<file path="src/rtl/stack_unit_pkg.sv">
// Shared stack-unit constants: operation codes driven by the control unit
// on sigNewSP, plus default geometry of the stack.
package stack_unit_pkg;

   localparam int STACK_DATA_W = 16;
   localparam int STACK_DEPTH  = 8;

   typedef enum logic [1:0] {
      stackPointerDef  = 2'd0,
      stackPointerPush = 2'd1,
      stackPointerPop  = 2'd2,
      stackPointerIll  = 2'd3
   } stackPointerOp_e;

endpackage

</file>
<file path="src/rtl/stack_ram.sv">
// Stack storage: DEPTH x DATA_W, one synchronous write port and one
// asynchronous read port so a pop can register the top entry in one edge.
module stack_ram #(
   parameter int DATA_W = 16,
   parameter int DEPTH  = 8,
   localparam int ADDR_W = $clog2(DEPTH)
) (
   input  logic              clock,
   input  logic              wrEn,
   input  logic [ADDR_W-1:0] wrAddr,
   input  logic [DATA_W-1:0] wrData,
   input  logic [ADDR_W-1:0] rdAddr,
   output logic [DATA_W-1:0] rdData
);

   logic [DATA_W-1:0] mem [DEPTH];

   // Write the addressed entry on a granted push.
   // NOTE: storage has no reset; entries are only read below the stack
   // pointer, so they are always written before they are observed.
   always_ff @(posedge clock) begin
      if (wrEn) begin
         mem[wrAddr] <= wrData;
      end
   end

   assign rdData = mem[rdAddr];

endmodule

</file>
<file path="src/rtl/stack_unit.sv">
// Call/return and data stack serving memory-stage stack requests. Owns the
// stack pointer, the one-shot request arming, the full/empty flags, the
// registered pop result and the sticky error flag.
module stack_unit
   import stack_unit_pkg::*;
#(
   parameter int DATA_W = STACK_DATA_W,
   parameter int DEPTH  = STACK_DEPTH
) (
   input  logic              clock,
   input  logic              reset,
   input  logic              enMem,
   input  logic              sigStackMem,
   input  logic [1:0]        sigNewSP,
   input  logic              sigAddData,
   input  logic [DATA_W-1:0] returnAddr,
   input  logic [DATA_W-1:0] pushData,
   output logic [DATA_W-1:0] stackOut,
   output logic              fullFlag,
   output logic              emptyFlag,
   output logic              stackErr
);

   localparam int SP_W   = $clog2(DEPTH + 1);
   localparam int ADDR_W = $clog2(DEPTH);

   logic [SP_W-1:0]   sp, spNext;
   logic              armed, armedNext;
   logic [DATA_W-1:0] outNext;
   logic              errNext;
   logic              request, accept;
   logic              isFull, isEmpty;
   logic              wrEn;
   logic [DATA_W-1:0] wrData, rdData;
   logic [ADDR_W-1:0] wrAddr, rdAddr;
   stackPointerOp_e   op;

   assign request = enMem && sigStackMem;
   assign accept  = request && armed;
   assign op      = stackPointerOp_e'(sigNewSP);
   assign isFull  = (sp == SP_W'(DEPTH));
   assign isEmpty = (sp == '0);

   // The write index is sp itself; the top entry sits at sp-1.
   assign wrAddr = ADDR_W'(sp);
   assign rdAddr = ADDR_W'(sp - SP_W'(1));
   assign wrData = sigAddData ? returnAddr : pushData;

   stack_ram #(
      .DATA_W (DATA_W),
      .DEPTH  (DEPTH)
   ) u_ram (
      .clock  (clock),
      .wrEn   (wrEn),
      .wrAddr (wrAddr),
      .wrData (wrData),
      .rdAddr (rdAddr),
      .rdData (rdData)
   );

   // Decode the accepted request into next pointer, output, error and arming.
   // NOTE: every signal gets a default before the case so no latch is inferred.
   always_comb begin
      spNext    = sp;
      outNext   = stackOut;
      errNext   = stackErr;
      wrEn      = 1'b0;
      // Any cycle with a request disarms (whether accepted or held); an idle
      // cycle re-arms, giving one operation per memory-stage visit.
      armedNext = !request;
      if (accept) begin
         case (op)
            stackPointerDef: ;
            stackPointerPush: begin
               if (isFull) begin
                  errNext = 1'b1;
               end else begin
                  wrEn   = 1'b1;
                  spNext = sp + SP_W'(1);
               end
            end
            stackPointerPop: begin
               if (isEmpty) begin
                  errNext = 1'b1;
               end else begin
                  outNext = rdData;
                  spNext  = sp - SP_W'(1);
               end
            end
            default: errNext = 1'b1;
         endcase
      end
   end

   // Register pointer, arming, pop result and sticky error; reset wins.
   // NOTE: state registers use non-blocking assignments so every flop
   // samples pre-edge values regardless of statement order.
   always_ff @(posedge clock) begin
      if (reset) begin
         sp       <= '0;
         armed    <= 1'b1;
         stackOut <= '0;
         stackErr <= 1'b0;
      end else begin
         sp       <= spNext;
         armed    <= armedNext;
         stackOut <= outNext;
         stackErr <= errNext;
      end
   end

   assign fullFlag  = isFull;
   assign emptyFlag = isEmpty;

endmodule

</file>
<file path="config.mk">
export PLATFORM = sky130hd
export DESIGN_NAME = stack_unit
export DESIGN_NICKNAME = d
export VERILOG_FILES = /design/src/rtl/stack_unit_pkg.sv /design/src/rtl/stack_ram.sv /design/src/rtl/stack_unit.sv
export SDC_FILE = /design/constraint.sdc
export NUM_CORES = 1
export LEC_CHECK = 0
export CORE_MARGIN = 2
export CORE_UTILIZATION = 40
export CTS_CLUSTER_SIZE = 25
export DETAILED_ROUTE_END_ITERATION = 12
export GPL_TIMING_DRIVEN = 0
export PLACE_DENSITY = 0.66
export SKIP_CTS_REPAIR_TIMING = 1
export SYNTH_ARGS = -nofsm -noshare
export SYNTH_HDL_FRONTEND = slang
export SYNTH_SLANG_ARGS = --single-unit
</file>
<file path="constraint.sdc">
create_clock -name clock -period 4.3 [get_ports clock]
set_input_delay 1.29 -clock clock [delete_from_list [all_inputs] [get_ports clock]]
set_output_delay 1.29 -clock clock [all_outputs]
set_load 0.01 [all_outputs]
</file>
==> results.json <==
{
  "drtAntennaViolNets": 0,
  "synth_seq_area_share_pct": 72.10,
  "synth_top_family_by_area": "multiplexers",
  "hpwl_um": 7454,
  "diodes": 0,
  "wl_per_cell_um": 20.30,
  "grt_antenna_before_repair": 0,
  "p_int_mw": 2.713,
  "endpoint_kind": "output port",
  "regToRegStartpoint": "sp[0]$_SDFFE_PP0P_",
  "r2r_cells": 9,
  "cts.clk_slew.worst_paths_ps": 60,
  "cts_tree": "yes",
  "synthArstFlopShare_pct": 0,
  "synth_compound_area_share_pct": 3.790,
  "synth_xor_area_share_pct": 0.4211,
  "path_buf_inv": 4,
  "cp_slowest_stage_delay_ps": 480,
  "cts-root-buf": "clkbuf_16",
  "synth_top_area_share_pct": 64.69,
  "worst_slack_ps": 480.0,
  "synthFlopType": "edfxtp_1",
  "grt_pass1_wl_um": 18200,
  "slew_viol_final": 0,
  "p_seq_share_pct": 47.4,
  "slew_headroom_pct": 43.72,
  "max-cap-violations": 0,
  "dr_total_vias": 3054,
  "setup_viol": 0,
  "cts_sinks": 150,
  "globalplace.congestion": 0.7771,
  "drt-vias-per-instance": 5.247,
  "netlist_top_cells_area": "edfxtp_1 65%, mux4_2 12%, dfxtp_1 7.4%",
  "rsz0062_at_grt": "no",
  "synth_commonest_cells": "128 x edfxtp_1, 32 x mux4_2, 22 x dfxtp_1",
  "period_minus_slack_ps": 3820,
  "dr.pass1.iters": 5,
  "nets": 427,
  "finalPower_mw": 3.371,
  "synth_mux_area_share_pct": 18.21,
  "syn-cell-area_um2": 5942,
  "synth_warnings": 0,
  "synth_edf_count": 128,
  "hold_violations": 0,
  "fmax_mhz": 261.8,
  "p_sw_uw": 658.1,
  "status": "complete, no violations",
  "drive_gt1_share_pct": 27.39,
  "cp-start-kind": "flip-flop",
  "grtUsageTotal_pct": 15.69,
  "core_um2": 14530,
  "initial_core_util_pct": 40.88,
  "r2r_setup_slack_ps": 910,
  "drt-initial-drc-count": 238,
  "skew_ps": 7.801,
  "postSynthAreaPerCell_um2": 19.61,
  "worstMarginPinSlew_ps": 844.1,
  "crit_required_ps": 3010,
  "synth_top_area_cell": "edfxtp_1",
  "p_leak_nw": 2.517,
  "area_delta_synth_final_pct": 27.00,
  "power_density_nw_per_um2": 446.7,
  "ios": 58,
  "numCtsBuffers": 17,
  "slowest_stage": "clkdlybuf4s50_1",
  "io_buffers": 55,
  "fillers": 1156,
  "dpl-instance-area_um2": 6910,
  "drc": 0,
  "place_ws_ps": 511.9,
  "grt-ovfl-total": 0,
  "hold_class": "reg -> reg",
  "regToRegEndpoint": "u_ram.mem[1][6]$_DFFE_PP_",
  "die_x_um": 125.9,
  "arrival_ps": 2530,
  "path_delay_family": "buffers and inverters",
  "worstPathCellList": "buf_4 -> buf_2 -> inv_1 -> ha_1 -> and3b_1 -> clkdlybuf4s50_1",
  "startpoint": "sp[0]$_SDFFE_PP0P_",
  "p_sw_share_pct": 19.52,
  "yosys.area_share.adder_pct": 0.6317,
  "synthCells": 303,
  "crit_type": "reg -> out",
  "grt_max_degree": 17,
  "ir_drop_v": 0.0003245,
  "synth-seq-cells": 150,
  "cp.depth": 6,
  "clk_path_buf_depth": 2,
  "postLayoutCellArea_um2": 7546,
  "worstPathMaxFanout": 10,
  "htreeDepth": 4,
  "synth.most_common_cell": "edfxtp_1",
  "grt_pass1_vias": 3171,
  "synth_fp_nets": 345,
  "die_y_um": 125.9,
  "drt_wl_total_um": 11820,
  "fp.dieArea_um2": 15850,
  "worstSkewPairLatency_ps": 410,
  "clkPwrFrac_pct": 47.1,
  "synth-simple-area-share_pct": 3.116,
  "post-route-period-util_pct": 88.84,
  "combPwrFrac_pct": 5.6,
  "synth_cell_types": 34,
  "worstSetupEndpoint": "fullFlag",
  "row_count": 44
}
[logic make-up after synthesis]
| logic type | count (synthesis) |
|---|---|
| muxes | 66 |
| buffers and inverters | 20 |
| adders and majority gates | 3 |
| AOI/OAI and AO/OA | 29 |
| DFF | 150 |
| xor gates and xnor gates | 2 |
| and+or+nand+nor | 33 |
[layer usage]
layer,up-vias,wire length [um],GRT usage [%]
met5,-,0,0
met3,8,478,3.441
met1,1557,5244,20.83
met4,0,146,5.365
met2,84,5946,25.84
li1,1405,-,-
[flip-flops by register name (all words and copies together), names as in the netlist]
signal and cells:
u_ram.mem 128, stackOut 16, sp 4, armed 1, stackErr 1
[worst reg2reg max path, cell delays in order (launching register included)]
cell and delay [ps]:
dfxtp_1 330, buf_4 230, buf_2 370, inv_1 170, ha_1 310, and3b_1 230
nor3_1 310, nand2_1 220, nor3_2 670, buf_6 270
[cell usage in the layout, fill, tap and decap left out, types with 2 or more instances in the layout]
| cell | count |
|---|---|
| edfxtp_1 | 128 |
| clkdlybuf4s50_1 | 55 |
| mux4_2 | 32 |
| dfxtp_1 | 22 |
| mux2i_1 | 17 |
| clkbuf_16 | 17 |
| mux2_2 | 16 |
| o2bb2ai_1 | 16 |
| clkbuf_1 | 7 |
| buf_2 | 7 |
| nor2_2 | 6 |
| a21oi_1 | 6 |
| bufinv_16 | 5 |
| nand2_1 | 4 |
| nor2_1 | 4 |
| clkinv_2 | 4 |
| buf_16 | 4 |
| buf_4 | 3 |
| nand2b_1 | 3 |
| nand3_1 | 3 |
| inv_1 | 3 |
| buf_6 | 3 |
| ha_1 | 3 |
| nor3_1 | 2 |
| nor3_2 | 2 |
| a21o_1 | 2 |
| o21ai_0 | 2 |
| or4_1 | 2 |
| clkinvlp_4 | 2 |
| buf_8 | 2 |
[layout make-up]
type / instances / area, um2 / share of cell area (%)
well taps: 184 / 230.2 / 3.051
inverters: 3 / 11.26 / 0.1492
repair buffers: 63 / 713.2 / 9.451
clock inverters: 14 / 206.4 / 2.736
clock buffers: 18 / 429.2 / 5.687
multi-input cells: 133 / 1580 / 20.94
plain buffers: 17 / 91.34 / 1.210
flip-flops and latches: 150 / 4284 / 56.77
[worst min path at each step]
stage,cells after the start,start,end
floorplan,1,stackOut[10]$_SDFFE_PP0P_,stackOut[10]$_SDFFE_PP0P_
global placement,1,stackOut[9]$_SDFFE_PP0P_,stackOut[9]$_SDFFE_PP0P_
detailed placement,1,stackOut[11]$_SDFFE_PP0P_,stackOut[11]$_SDFFE_PP0P_
CTS,1,stackOut[15]$_SDFFE_PP0P_,stackOut[15]$_SDFFE_PP0P_
global route,1,stackOut[12]$_SDFFE_PP0P_,stackOut[12]$_SDFFE_PP0P_
finish,1,stackOut[11]$_SDFFE_PP0P_,stackOut[11]$_SDFFE_PP0P_
[power groups by stage]
stage	sequential (mW)	clock, mW	combinational [mW]
after floorplan	1.63	0	0.112
after global placement	1.63	0	0.183
after detailed placement	1.63	0	0.189
after CTS	1.60	1.61	0.191
after global routing	1.60	1.66	0.203
final	1.60	1.59	0.188
[per-stage QoR]
step | std cells | hold WS, ps | TNS, ps | util (%)
after detailed placement | 550 | 449.3 | 0 | 47.55
final | 582 | 462.7 | 0 | 51.92
after floorplan | 303 | 491.4 | 0 | -
after global placement | 542 | 448.2 | -24060 | 46.26
after CTS | 582 | 467.3 | 0 | 51.92
after global routing | 582 | 480.4 | 0 | 51.92
Power figures use the tool's default switching activity.
==> edit (config.mk and constraints unchanged) <==
Make the reset (`reset`) asynchronous in one clocked block.
--- a/src/rtl/stack_unit.sv
+++ b/src/rtl/stack_unit.sv
@@ -95,7 +95,7 @@
    // Register pointer, arming, pop result and sticky error; reset wins.
    // NOTE: state registers use non-blocking assignments so every flop
    // samples pre-edge values regardless of statement order.
-   always_ff @(posedge clock) begin
+   always_ff @(posedge clock or posedge reset) begin
       if (reset) begin
          sp       <= '0;
          armed    <= 1'b1;
Function: differs if reset is asserted again (counterexample within 4 cycles, from zero or initial values and one cycle with reset high); with reset held inactive, the same outputs for 10 cycles.
==> edit against the unedited design <==
Wire length grew 14%; worst setup slack gained 130 ps; register-to-register slack gained 500 ps; cell area grew 2.6%; sequential share of layout area is essentially flat; cell count grew 12%; sequential cell count is the same; critical path depth is the same; area after synthesis grew 4.5%; fmax grew 3.6%.
Power is not compared: it rests on default switching activity, and its combinational part moved more than twofold at a synthesized area within 25%.
==> edit: results (changes against the unedited design) <==
metric	value	unit	change
# diodes	0		unchanged
FFs w/ async S/R, synth	0.1467		+0.1467
vias in the first global route	3373		+6.4%
dpl hpwl	8.897	mm	+19%
Placed Cells	620		+13%
Post-Layout Cell Count	651		+12%
R2R Setup Slk	1410	ps	+500 ps
Port Buffer Count	56		+1.8%
endpoint arrival time on the critical path	2400	ps	-130 ps
RePlAce Congestion	0.7949		+2.3%
status	finished, final reports clean		
vias per cell	5.312		+1.2%
Clock Skews	5.249	ps	-2.552 ps
Min Hold Slack	465.3	ps	+2.657 ps
Pre-antenna DRT Iters	4		-1
Synth Instances	367		+21%
initial DRC count	354		+49%
most frequent cells after synthesis	edfxtp_1 (128), mux2_2 (48), mux2i_1 (34), nand2_1 (25), dfrtp_1 (21)		
Placed Instance Area	0.007158	mm²	+3.6%
synth top area cells	edfxtp_1 (62%), mux2_2 (8.7%), dfrtp_1 (8.5%)		
syn nets	409		+19%
slew margin rel.	0.2877		-0.1495
routed len/inst	20.66	µm	+1.8%
count of different cell masters after synthesis	36		+5.9%
adder-cell share of the synthesized area	0.006045		-0.0002724
share of layout cells above drive strength 1	0.2743		+0.0004287
nets@finish	493		+15%
complex-gate fraction of the synthesized area	0.07415		+0.03625
multiplexer area fraction after synthesis	0.1418		-0.04029
sequential share of the synthesized area	0.7078		-0.01316
XOR/XNOR Fraction of Synth Area	0.008463		+0.004251
largest net degree at the start of global routing	23		+6
edit: area by class of cell:
class / instances / area [µm²]
Clock buffer: 22 / 484.2
Fill cell: 1231 / 7460
Inverter: 3 / 11.26
Buffer: 20 / 132.6
Sequential cell: 150 / 4395
Multi-Input combinational cell: 194 / 1695
Timing Repair Buffer: 65 / 688.2
Clock inverter: 9 / 100.1
Tap cell: 188 / 235.2
edit: power by group through the flow:
stage | Clock (mW) | Sequential, mW | Combinational (mW)
2_1_floorplan | 0 | 1.83 | 1.28
3_3_place_gp | 0 | 1.82 | 1.87
3_5_place_dp | 0 | 1.82 | 1.93
4_1_cts | 1.46 | 1.80 | 1.94
5_1_grt | 1.53 | 1.81 | 2.06
6_report | 1.44 | 1.79 | 1.91
edit: logic make-up after synthesis:
group | count (synthesis)
flip-flops | 150
multiplexers | 82
AO/OA/AOI/OAI | 54
AND/OR/NAND/NOR | 49
buffers and inverters | 23
XOR/XNOR | 6
adder cells (fa/ha/maj) | 3
edit: final timing paths:
path                                 to  cells past startpoint     start
min                            stackErr                      1  stackErr
min reg2reg                    stackErr                      1  stackErr
max                            fullFlag                      6     sp[0]
min in group asynchronous   stackOut[4]                      2     reset
max reg2reg                 stackOut[5]                      9     sp[0]
max in group asynchronous  stackOut[13]                      2     reset
edit: worst reg2reg max path, stage by stage (launching register included):
cell      delay, ps
dfrtp_1         360
clkbuf_1        380
inv_1           190
ha_1            260
buf_6           140
xor2_1          170
nand2_1         290
clkbuf_1        560
o22ai_1         210
o31ai_2         250
edit: stage by stage:
step | worst slack (ps) | utilization
6_report | 611.8 | 0.5093
5_1_grt | 488.0 | 0.5093
4_1_cts | 596.2 | 0.5093
3_5_place_dp | 807.6 | 0.4709
3_3_place_gp | -655.7 | 0.4608
2_1_floorplan | 1106 | -
edit: layer usage:
metal  up-vias  GRT usage  share of wire
met4         0    0.07097          0.017
met3        19    0.03368          0.054
met1      1733     0.2421           0.46
met2       105     0.2628           0.47
li1       1601          -              -
met5         -          0              0
